--- config.mk ---
export PLATFORM = sky130hd
export DESIGN_NAME = mbist_march_ctrl
export DESIGN_NICKNAME = d
export VERILOG_FILES = /design/src/rtl/mbist_march_ctrl.sv
export SDC_FILE = /design/constraint.sdc
export NUM_CORES = 1
export LEC_CHECK = 0
export BUFFER_PORTS_ARGS = -buffer_cell sky130_fd_sc_hd__buf_2
export CAP_MARGIN = 20
export CORE_UTILIZATION = 27
export DETAILED_ROUTE_END_ITERATION = 10
export GPL_ROUTABILITY_DRIVEN = 0
export PLACE_DENSITY_LB_ADDON = 0.1
export SETUP_SLACK_MARGIN = 0.02
export SLEW_MARGIN = 10
export SYNTH_ARGS = -nofsm -noshare
export SYNTH_HDL_FRONTEND = slang
export SYNTH_SLANG_ARGS = --single-unit
--- constraint.sdc ---
create_clock -name clk -period 2.35 [get_ports clk]
set_input_delay 0.47 -clock clk [delete_from_list [all_inputs] [get_ports clk]]
set_output_delay 0.47 -clock clk [all_outputs]
set_load 0.02 [all_outputs]
--- src/rtl/mbist_march_ctrl.sv ---
// rtl/mbist_march_ctrl.sv - March C- memory BIST controller with 2-stage read compare.
// Drives write/read/address/wdata to the memory and checks rdata two cycles after each read.
module mbist_march_ctrl #(
  parameter int DATA_WIDTH = 8,
  parameter int ADDR_WIDTH = 4,
  parameter int CAPACITY   = 15,
  parameter int CNT_WIDTH  = 8
) (
  input  logic                  clk,
  input  logic                  rst,
  input  logic                  start,
  output logic                  busy,
  output logic                  done,
  output logic                  fail,
  output logic [ADDR_WIDTH-1:0] fail_addr,
  output logic [CNT_WIDTH-1:0]  fail_count,
  output logic                  write_read,
  output logic [ADDR_WIDTH-1:0] address,
  output logic [DATA_WIDTH-1:0] wdata,
  input  logic [DATA_WIDTH-1:0] rdata
);

  typedef enum logic [2:0] {
    S_IDLE,
    S_SETUP,
    S_RUN,
    S_DRAIN,
    S_DONE
  } state_t;

  localparam logic [ADDR_WIDTH-1:0] CAP_A = ADDR_WIDTH'(CAPACITY);
  localparam logic [DATA_WIDTH-1:0] D0    = '0;
  localparam logic [DATA_WIDTH-1:0] D1    = '1;

  state_t                state_q, state_d;
  logic [2:0]            elem_q, elem_d;
  logic                  phase_q, phase_d;
  logic                  drain_q, drain_d;
  logic [ADDR_WIDTH-1:0] addr_q, addr_d;
  logic [DATA_WIDTH-1:0] wdata_q, wdata_d;
  logic                  wr_q, wr_d;
  logic                  chk_q, chk_d;
  logic [DATA_WIDTH-1:0] exp_q, exp_d;
  logic                  busy_q, busy_d;
  logic                  done_q, done_d;
  logic                  fail_q, fail_d;
  logic [ADDR_WIDTH-1:0] fail_addr_q, fail_addr_d;
  logic [CNT_WIDTH-1:0]  fail_count_q, fail_count_d;

  logic                  s1_valid_q, s2_valid_q;
  logic [DATA_WIDTH-1:0] s1_exp_q, s2_exp_q;
  logic [ADDR_WIDTH-1:0] s1_addr_q, s2_addr_q;

  logic       last_op;
  logic       last_addr;
  logic [2:0] elem_nx;

  function automatic logic is_desc(input logic [2:0] e);
    return (e == 3'd3) || (e == 3'd4);
  endfunction

  function automatic logic two_op(input logic [2:0] e);
    return (e >= 3'd1) && (e <= 3'd4);
  endfunction

  function automatic logic [DATA_WIDTH-1:0] wr_value(input logic [2:0] e);
    return ((e == 3'd1) || (e == 3'd3)) ? D1 : D0;
  endfunction

  function automatic logic [DATA_WIDTH-1:0] rd_value(input logic [2:0] e);
    return ((e == 3'd2) || (e == 3'd4)) ? D1 : D0;
  endfunction

  assign last_op   = !two_op(elem_q) || phase_q;
  assign last_addr = is_desc(elem_q) ? (addr_q == '0) : (addr_q == CAP_A);
  assign elem_nx   = elem_q + 3'd1;

  always_comb begin
    state_d      = state_q;
    elem_d       = elem_q;
    phase_d      = phase_q;
    drain_d      = drain_q;
    addr_d       = addr_q;
    wdata_d      = wdata_q;
    wr_d         = 1'b0;
    chk_d        = 1'b0;
    exp_d        = exp_q;
    busy_d       = busy_q;
    done_d       = done_q;
    fail_d       = fail_q;
    fail_addr_d  = fail_addr_q;
    fail_count_d = fail_count_q;

    if (s2_valid_q && (rdata != s2_exp_q)) begin
      fail_d = 1'b1;
      if (!fail_q) fail_addr_d = s2_addr_q;
      if (fail_count_q != '1) fail_count_d = fail_count_q + 1'b1;
    end

    case (state_q)
      S_IDLE, S_DONE: begin
        if (start) begin
          state_d      = S_SETUP;
          elem_d       = 3'd0;
          phase_d      = 1'b0;
          addr_d       = '0;
          wdata_d      = wr_value(3'd0);
          busy_d       = 1'b1;
          done_d       = 1'b0;
          fail_d       = 1'b0;
          fail_addr_d  = '0;
          fail_count_d = '0;
        end
      end
      S_SETUP: begin
        // Only E0 opens with a write; every other element opens with a checked read.
        state_d = S_RUN;
        phase_d = 1'b0;
        wr_d    = (elem_q == 3'd0);
        chk_d   = (elem_q != 3'd0);
        exp_d   = rd_value(elem_q);
      end
      S_RUN: begin
        if (!last_op) begin
          phase_d = 1'b1;
          wr_d    = 1'b1;
        end else if (!last_addr) begin
          phase_d = 1'b0;
          addr_d  = is_desc(elem_q) ? addr_q - 1'b1 : addr_q + 1'b1;
          wr_d    = (elem_q == 3'd0);
          chk_d   = (elem_q != 3'd0);
        end else if (elem_q == 3'd5) begin
          state_d = S_DRAIN;
          drain_d = 1'b0;
        end else begin
          state_d = S_SETUP;
          elem_d  = elem_nx;
          phase_d = 1'b0;
          addr_d  = is_desc(elem_nx) ? CAP_A : '0;
          wdata_d = wr_value(elem_nx);
        end
      end
      S_DRAIN: begin
        if (drain_q) begin
          state_d = S_DONE;
          busy_d  = 1'b0;
          done_d  = 1'b1;
        end else begin
          drain_d = 1'b1;
        end
      end
      default: state_d = S_IDLE;
    endcase
  end

  always_ff @(posedge clk or posedge rst) begin
    if (rst) begin
      state_q      <= S_IDLE;
      elem_q       <= 3'd0;
      phase_q      <= 1'b0;
      drain_q      <= 1'b0;
      addr_q       <= '0;
      wdata_q      <= '0;
      wr_q         <= 1'b0;
      chk_q        <= 1'b0;
      exp_q        <= '0;
      busy_q       <= 1'b0;
      done_q       <= 1'b0;
      fail_q       <= 1'b0;
      fail_addr_q  <= '0;
      fail_count_q <= '0;
      s1_valid_q   <= 1'b0;
      s1_exp_q     <= '0;
      s1_addr_q    <= '0;
      s2_valid_q   <= 1'b0;
      s2_exp_q     <= '0;
      s2_addr_q    <= '0;
    end else begin
      state_q      <= state_d;
      elem_q       <= elem_d;
      phase_q      <= phase_d;
      drain_q      <= drain_d;
      addr_q       <= addr_d;
      wdata_q      <= wdata_d;
      wr_q         <= wr_d;
      chk_q        <= chk_d;
      exp_q        <= exp_d;
      busy_q       <= busy_d;
      done_q       <= done_d;
      fail_q       <= fail_d;
      fail_addr_q  <= fail_addr_d;
      fail_count_q <= fail_count_d;
      // The read on the bus in cycle k is compared against rdata in cycle k+2.
      s1_valid_q   <= chk_q;
      s1_exp_q     <= exp_q;
      s1_addr_q    <= addr_q;
      s2_valid_q   <= s1_valid_q;
      s2_exp_q     <= s1_exp_q;
      s2_addr_q    <= s1_addr_q;
    end
  end

  assign busy       = busy_q;
  assign done       = done_q;
  assign fail       = fail_q;
  assign fail_addr  = fail_addr_q;
  assign fail_count = fail_count_q;
  assign write_read = wr_q;
  assign address    = addr_q;
  assign wdata      = wdata_q;

endmodule

Yosys cells after proc, flatten, opt, wreduce, memory -nomap -nowiden

Index checks and enable logic that the tools add are counted.

Register bits: 71
Input bits: 11
Word-level logic and storage cells: 128

Add/subtract/negate cells: 4
Order comparisons: 2
Equal/unequal tests: 22
Mux-type cells: 57
Reduce and logical (&&, ||, !) cells: 23

Operator list:

| kind                                                                  | number |
|---|---|
| 8-bit 2-to-1 mux                                                      | 10 |
| 4-bit 2-to-1 mux                                                      | 10 |
| 3-bit 2-to-1 mux                                                      | 8 |
| 1-bit 2-to-1 mux                                                      | 18 |
| 8-bit case mux with 2 select lines                                    | 1 |
| 3-bit by 2-bit equality test with 1-bit output, second input constant | 5 |
| 3-bit equality test, second input constant                            | 4 |
| 2-bit inequality test, second input constant                          | 6 |
| 3-bit case mux with 4 select lines                                    | 1 |
| 4-bit AND reduction                                                   | 3 |
| 1-bit case mux with 2 select lines                                    | 5 |
| 8-bit by 1-bit adder with 8-bit output, second input constant         | 1 |
| 8-bit inequality test                                                 | 1 |
| 8-bit inequality test, second input constant                          | 1 |
| 4-bit case mux with 2 select lines                                    | 1 |
| 3-bit by 1-bit equality test with 1-bit output, second input constant | 2 |
| 3-bit logical NOT                                                     | 2 |
| 3-bit case mux with 2 select lines                                    | 1 |
| 3-bit AND reduction                                                   | 2 |
| 2-bit nonzero test                                                    | 3 |
| 3-bit nonzero test                                                    | 2 |
| 1-bit logical OR                                                      | 5 |
| 5-bit AND reduction                                                   | 1 |
| 4-bit by 1-bit adder with 4-bit output, second input constant         | 1 |
| 13 further kinds                                                      | 14 |

Depth between registers and ports, before layout

Gate-level depths: netlist of run 1.

Depth after elaboration: 8
Mapped depth: 10

Worst setup path after synthesis of run 1

No wires, ideal clock.

Path kind: reg-to-reg
Start point: register elem_q[0]
End point: register addr_q[3], in the netlist address[3]
Arrival: 2.399 ns
Path slack: -0.175 ns
Cell stages (with the launch flop): 11
Period minus slack after synthesis: 2.525 ns
Cell sequence: dfrtp_1 > inv_1 > ha_1 > mux2i_1 > inv_1 > ha_1 > a21o_1 > a21oi_1 > xnor2_1 > o21ai_0 > a221o_1

Word-level cells in the longest chain between the ends: 8

RTL lines:

| item                                                                                         | RTL line | text |
|---|---|---|
| from (decl)                                                                                  | 36       | `logic [2:0] elem_q, elem_d;` |
| from (signal assigned)                                                                       | 180      | `elem_q <= elem_d;` |
| 3-bit by 1-bit adder with 3-bit output                                                       | 76       | `assign elem_nx = elem_q + 3'd1;` |
| 3-bit by 2-bit equality test with 1-bit output / 3-bit equality test (equally long branches) | 59       | `return (e == 3'd3) \|\| (e == 3'd4);` |
| 1-bit logical OR                                                                             | 59       |  |
| 4-bit 2-to-1 mux                                                                             | 139      | `addr_d = is_desc(elem_nx) ? CAP_A : '0;` |
| 4-bit 2-to-1 mux                                                                             | 132      | `end else if (elem_q == 3'd5) begin` |
| 4-bit 2-to-1 mux                                                                             | 127      | `end else if (!last_addr) begin` |
| 4-bit 2-to-1 mux                                                                             | 124      | `if (!last_op) begin` |
| 4-bit case mux with 2 select lines                                                           | 100      | `case (state_q)` |
| to (signal assigned)                                                                         | 183      | `addr_q <= addr_d;` |
| to (decl)                                                                                    | 39       | `logic [ADDR_WIDTH-1:0] addr_q, addr_d;` |

Parallel ways exist; a longest one is shown, timed or not. The select of a mux whose other input is x is not followed.
A chain may end at the register's enable or synchronous reset.

Worst setup path in the final report of run 1

Ends and elaborated chain as after synthesis.

==> results of run 1 <==
cell type report:
| cell class | count | area [sq um] | area share [%] |
|---|---|---|---|
| Clock buffer | 5 | 68.8 | 2.48 |
| Clock inverter | 3 | 43.8 | 1.58 |
| Inverter | 11 | 41.3 | 1.49 |
| Multi-Input combinational cell | 155 | 1050 | 37.9 |
| Sequential cell | 43 | 1080 | 38.7 |
| Tap cell | 102 | 128 | 4.59 |
| Timing Repair Buffer | 60 | 368 | 13.2 |
path summary, 6_finish.rpt:
| check | from | to | slack [ns] | depth (start not counted) |
|---|---|---|---|---|
| hold reg to reg | s1_addr_q[2]$_DFF_PP0_ | s2_addr_q[2]$_DFF_PP0_ | 0.35 | 0 |
| setup reg to reg | elem_q[0]$_DFFE_PP0P_ | address[3]$_DFFE_PP0P_ | 0.14 | 10 |
| max in group asynchronous | rst | done$_DFFE_PP0P_ | 1.72 | 3 |
| min in group clk | s1_addr_q[2]$_DFF_PP0_ | s2_addr_q[2]$_DFF_PP0_ | 0.35 | 0 |
| hold / removal | rst | address[1]$_DFFE_PP0P_ | 0.13 | 2 |
| setup / recovery | elem_q[0]$_DFFE_PP0P_ | address[3]$_DFFE_PP0P_ | 0.14 | 10 |
worst max-delay path, stage by stage (launching register included):
cell and delay (ns):
dfrtp_1 0.42, inv_1 0.09, ha_2 0.21, mux2i_4 0.15, inv_1 0.09, ha_1 0.28
a21o_1 0.19, a21oi_2 0.14, xnor2_1 0.13, o21ai_0 0.10, a221o_1 0.31
cell usage in the layout, fill, tap and decap left out, drive strengths merged, types with 2 or more instances in the layout:
master	Yosys	layout
buf	8	60
dfrtp	43	43
nor2	21	21
nand2	18	18
o21ai	16	16
a21oi	13	13
nand3	12	12
inv	11	10
ha	8	8
nand4	6	6
xnor2	6	6
clkbuf	4	5
nor3	5	5
a22o	4	4
nor2b	3	3
nor3b	3	3
or3b	3	3
or4	3	3
and3	3	3
mux2i	3	3
clkinv	0	3
nand2b	2	2
o211ai	2	2
a21o	2	2
nor4b	2	2
o41ai	2	2
cell families after synthesis:
family | after synthesis | share of synthesized area (%)
and+or+nand+nor | 85 | 20.6
AOI/OAI and AO/OA | 50 | 15.7
DFF | 43 | 48.3
buffers and inverters | 23 | 5.22
adders and majority gates | 9 | 5.39
xor gates and xnor gates | 7 | 2.75
muxes | 4 | 2.02
power groups by stage:
stage / clock network, uW / registers [uW] / logic (uW)
6_report: 587 / 1090 / 1320
5_1_grt: 642 / 1130 / 1480
4_1_cts: 611 / 1090 / 1270
3_5_place_dp: 0 / 1110 / 1270
3_3_place_gp: 0 / 1110 / 1270
2_1_floorplan: 0 / 1200 / 776
timing repair:
item                       4_1_cts  5_1_grt
setup buffers                    0        1
gates resized for setup          0        2
setup endpoints to repair        0        2
state kept, by name (all words and copies together) (netlist names), 3 cells and up:
register,count
s1_addr_q,4
address,4
fail_addr,4
elem_q,3
state_q,3
fail_count,8
s2_addr_q,4
stage by stage:
step                power [uW]  std cells
detailed placement        2380        370
CTS                       2980        378
global route              3250        379
global placement          2380        370
finish                    3000        379
floorplan                 1980        221
metal layers:
| metal | vias to the layer above | GRT usage [%] |
|---|---|---|
| met5 | - | 0 |
| met4 | 0 | 3.08 |
| li1 | 898 | - |
| met3 | 7 | 3.69 |
| met1 | 811 | 15.8 |
| met2 | 27 | 19.5 |
==> results.cfg, run 1 <==
[outcome]
status = completed

[timing]
finalHoldViolations = 0
worst_slack_ns = 0.143
whs_ns = 0.127
tightest_slew_ns = 0.683
period_minus_slack_ns = 2.21
tns_ns = 0
slew_violations = 0
skew_ns = 0.00351
fmax_mhz = 453
fin_crit_sh_pct = 93.9
rsz0062_at_grt = no
finalSetupViolations = 0
relSlewSlack_pct = 54.4

[yosys]
synth_commonest_cells = dfrtp_1, nor2_1, nand2_1, o21ai_0, a21oi_1
synth_top_area_share_pct = 48.3
avgSynthCellArea_sq_um = 10.1
synthFlopType = dfrtp_1
synthesis.area_sq_um = 2230
synth_edf_count = 0
synth.distinct_cells = 51
syn_inst = 221
yosysWarningCount = 0
yosysMostFrequentCell = dfrtp_1
yosysTopAreaCell = dfrtp_1
synth_seq_area_share_pct = 48.3
synthTopCellsByArea = dfrtp_1, ha_1, nor2_1, o21ai_0, nand2_1
async_reset_ff_share_pct = 100
syn-num-nets = 241
ys_seq_elements = 43

[floorplanning]
start_util_pct = 28.4
boundaryPins = 39
core_sq_um = 7850
die_w_microns = 92.8
num_rows = 32
dieHeight_microns = 92.8
die_area_sq_um = 8620

[clocking]
cts-root-buf = clkbuf_8
ctsHoldBuffers = 0
clk_pin_slew_ns = 0.09
cts_buffers = 5
cts_tree = done
insertion_delay_ns = 0.30
htreeDepth = 2
clock_path_buffers = 2
cts.sinks = 43

[power]
p_seq_share_pct = 36.5
p_int_uw = 1810
switching_share_pct = 39.6
p_leak_uw = 0.00132
p_clk_share_pct = 19.6
p_switching_uw = 1190
vdd_drop_max_mv = 0.313
powerDensity_nw_per_um2 = 1080
p_comb_share_pct = 43.9

[routing]
wirelength_microns = 4790
dr_wl_met3_microns = 195
drt-pass1-iter-count = 4
drt-met1-wl_microns = 2320
drtAntennaViolNets = 0
route.met2.wl_microns = 2210
wire_per_inst_microns = 12.6
initialDrtViolationCount = 75
routed_via_density = 4.60
drc = 0
highest_layer = met4
vias = 1743

[critical_path]
worstSetupPathType = reg -> reg
critPathMaxFanout = 5
cp-end-kind = flip-flop
cp.arrival_ns = 2.39
required_ns = 2.54
crit_path_start_kind = flip-flop

[global_route]
grt.total_usage_pct = 12.2
first_global_vias = 1706
grt_pass1_wl_microns = 8250
grt_max_degree = 23
grt_overflow_total = 0
antenna_found_initial = 0

[final_layout]
nNetsFinal = 296
drive_gt1_share_pct = 30.7
design_area_sq_um = 2780
fillCellCount = 834
postLayoutCoreUtil_pct = 35.4
diodes = 0
area_delta_synth_final_pct = 24.8

[worst_hold_path]
min_path_type = in -> async

[job]
drv_cap = 0

[place]
portBuffers = 38
dp_slack_ns = 0.0777
place_area_sq_um = 2650
dp_hpwl_microns = 3640
Power figures use the tool's default switching activity.
==> run 2, diff against run 1 <==
Settings changed: CORE_ASPECT_RATIO set to 0.75.
==> results.cfg, run 2 (same netlist as run 1, synthesis figures left out) <==
[timing]
skew_ns = 0.00574
fmax_mhz = 448
finalHoldViolations = 0
worst_slack_ns = 0.119
tightest_slew_ns = 0.548
fin_crit_sh_pct = 94.9
rsz0062_at_grt = no
relSlewSlack_pct = 63.5
whs_ns = 0.288
slew_violations = 0
finalSetupViolations = 0
tns_ns = 0
period_minus_slack_ns = 2.23

[routing]
initialDrtViolationCount = 56
drt-pass1-iter-count = 4
wire_per_inst_microns = 13.1
drc = 0
drtAntennaViolNets = 0
wirelength_microns = 4960
vias = 1786
routed_via_density = 4.70

[floorplanning]
die_area_sq_um = 8620
die_w_microns = 107
num_rows = 28
start_util_pct = 28.0
core_sq_um = 7950
boundaryPins = 39
dieHeight_microns = 80.7

[clocking]
htreeDepth = 2
cts_buffers = 5
cts_tree = done
cts.sinks = 43
clk_pin_slew_ns = 0.09
insertion_delay_ns = 0.30
cts-root-buf = clkbuf_8
clock_path_buffers = 2

[power]
switching_share_pct = 38.3
p_total_uw = 3060
p_int_uw = 1890
p_leak_uw = 0.00131
p_seq_share_pct = 36.0
p_comb_share_pct = 41.5
vdd_drop_max_mv = 0.387
p_switching_uw = 1170
p_clk_share_pct = 22.6
powerDensity_nw_per_um2 = 1100

[global_route]
grt.total_usage_pct = 12.7
antenna_found_initial = 0
first_global_vias = 1698
grt_overflow_total = 0
grt_max_degree = 44
grt_pass1_wl_microns = 8430

[final_layout]
largest_reg_flops = 8
mostFrequentLayoutCells = dfrtp_1, buf_2, nor2_1, buf_4, nand2_1
diodes = 0
nNetsFinal = 294
design_area_sq_um = 2780
fillCellCount = 811
multi_input_area_sq_um = 1050
area_delta_synth_final_pct = 24.6
drive_gt1_share_pct = 30.9
mostFrequentLayoutCell = dfrtp_1
regArea_sq_um = 1080

[critical_path]
required_ns = 2.54
worstRegToRegCells = 10
worstSetupPathType = reg -> reg
cp-end-kind = flip-flop
critical_path.startpoint = elem_q[0]$_DFFE_PP0P_
reg2reg_to = address[3]$_DFFE_PP0P_
critPathMaxFanout = 5
cp.arrival_ns = 2.42
crit_path_start_kind = flip-flop
crit_end = address[3]$_DFFE_PP0P_
rrSetupSlack_ns = 0.12
timing.rr.start = elem_q[0]$_DFFE_PP0P_

[place]
dp_hpwl_microns = 3590
dp_slack_ns = 0.0426
portBuffers = 38
place_area_sq_um = 2630

[worst_hold_path]
min_path_type = in -> async

[job]
drv_cap = 0

[outcome]
status = completed
run 2: cell types whose count changed in the layout (fill, tap and decap cells not counted), moves of 2 or more:
| cell | delta |
|---|---|
| inv_2 | +2 |
| inv_1 | -2 |
| dfrtp_1 | -2 |
| dfrtp_2 | +2 |
run 2: how the worst min path moves through the flow:
stage	depth (start not counted)	slack, ns	endpoint
4_1_cts	3	0.31	fail_count[0]$_DFF_PP0_
6_report	3	0.29	fail_count[2]$_DFF_PP0_
3_5_place_dp	0	0.34	s2_addr_q[0]$_DFF_PP0_
5_1_grt	3	0.34	fail_count[2]$_DFF_PP0_
3_3_place_gp	0	0.33	s2_addr_q[0]$_DFF_PP0_
2_1_floorplan	0	0.33	s1_valid_q$_DFF_PP0_
run 2: per-stage QoR:
step / instances / util [%]
2_1_floorplan: 221 / -
3_3_place_gp: 371 / 33.1
3_5_place_dp: 371 / 33.1
4_1_cts: 379 / 34.7
5_1_grt: 380 / 34.9
6_report: 380 / 34.9
run 2: what timing repair did:
| item | 4_1_cts | 5_1_grt |
|---|---|---|
| gates resized for setup | 0 | 5 |
| endpoints found under the setup margin | 0 | 2 |
| setup buffers | 0 | 1 |
| hold buffers | 0 | 0 |
run 2: worst max-delay path: stages, from the launching register on:
cell and delay, ns:
dfrtp_2 0.41, inv_2 0.07, ha_1 0.24, mux2i_4 0.17, inv_2 0.06, ha_1 0.27
a21o_1 0.19, a21oi_2 0.15, xnor2_1 0.14, o21ai_0 0.10, a221o_1 0.32
run 2: layout make-up:
type                    count  area share, %
multi-input cells         155           37.9
clock inverters             2           2.16
well taps                 105           4.73
flip-flops and latches     43           38.9
inverters                  11           1.49
repair buffers             58           12.3
clock buffers               6           2.61
run 2: per-layer routing:
layer  part of all wire, %  wire, microns  vias up  track usage [%]
met3                   4.3            215        8             3.08
met5                     0              0        -                0
met1                    51           2550      847             18.1
li1                      -              -      887                -
met2                    43           2140       44             18.6
met4                   1.2             59        0             4.52
run 2: power by group through the flow:
stage / registers (uW) / logic, uW / clock network (uW)
floorplan: 1200 / 776 / 0
global placement: 1120 / 1290 / 0
detailed placement: 1120 / 1270 / 0
CTS: 1100 / 1270 / 717
global route: 1140 / 1420 / 737
finish: 1100 / 1270 / 691
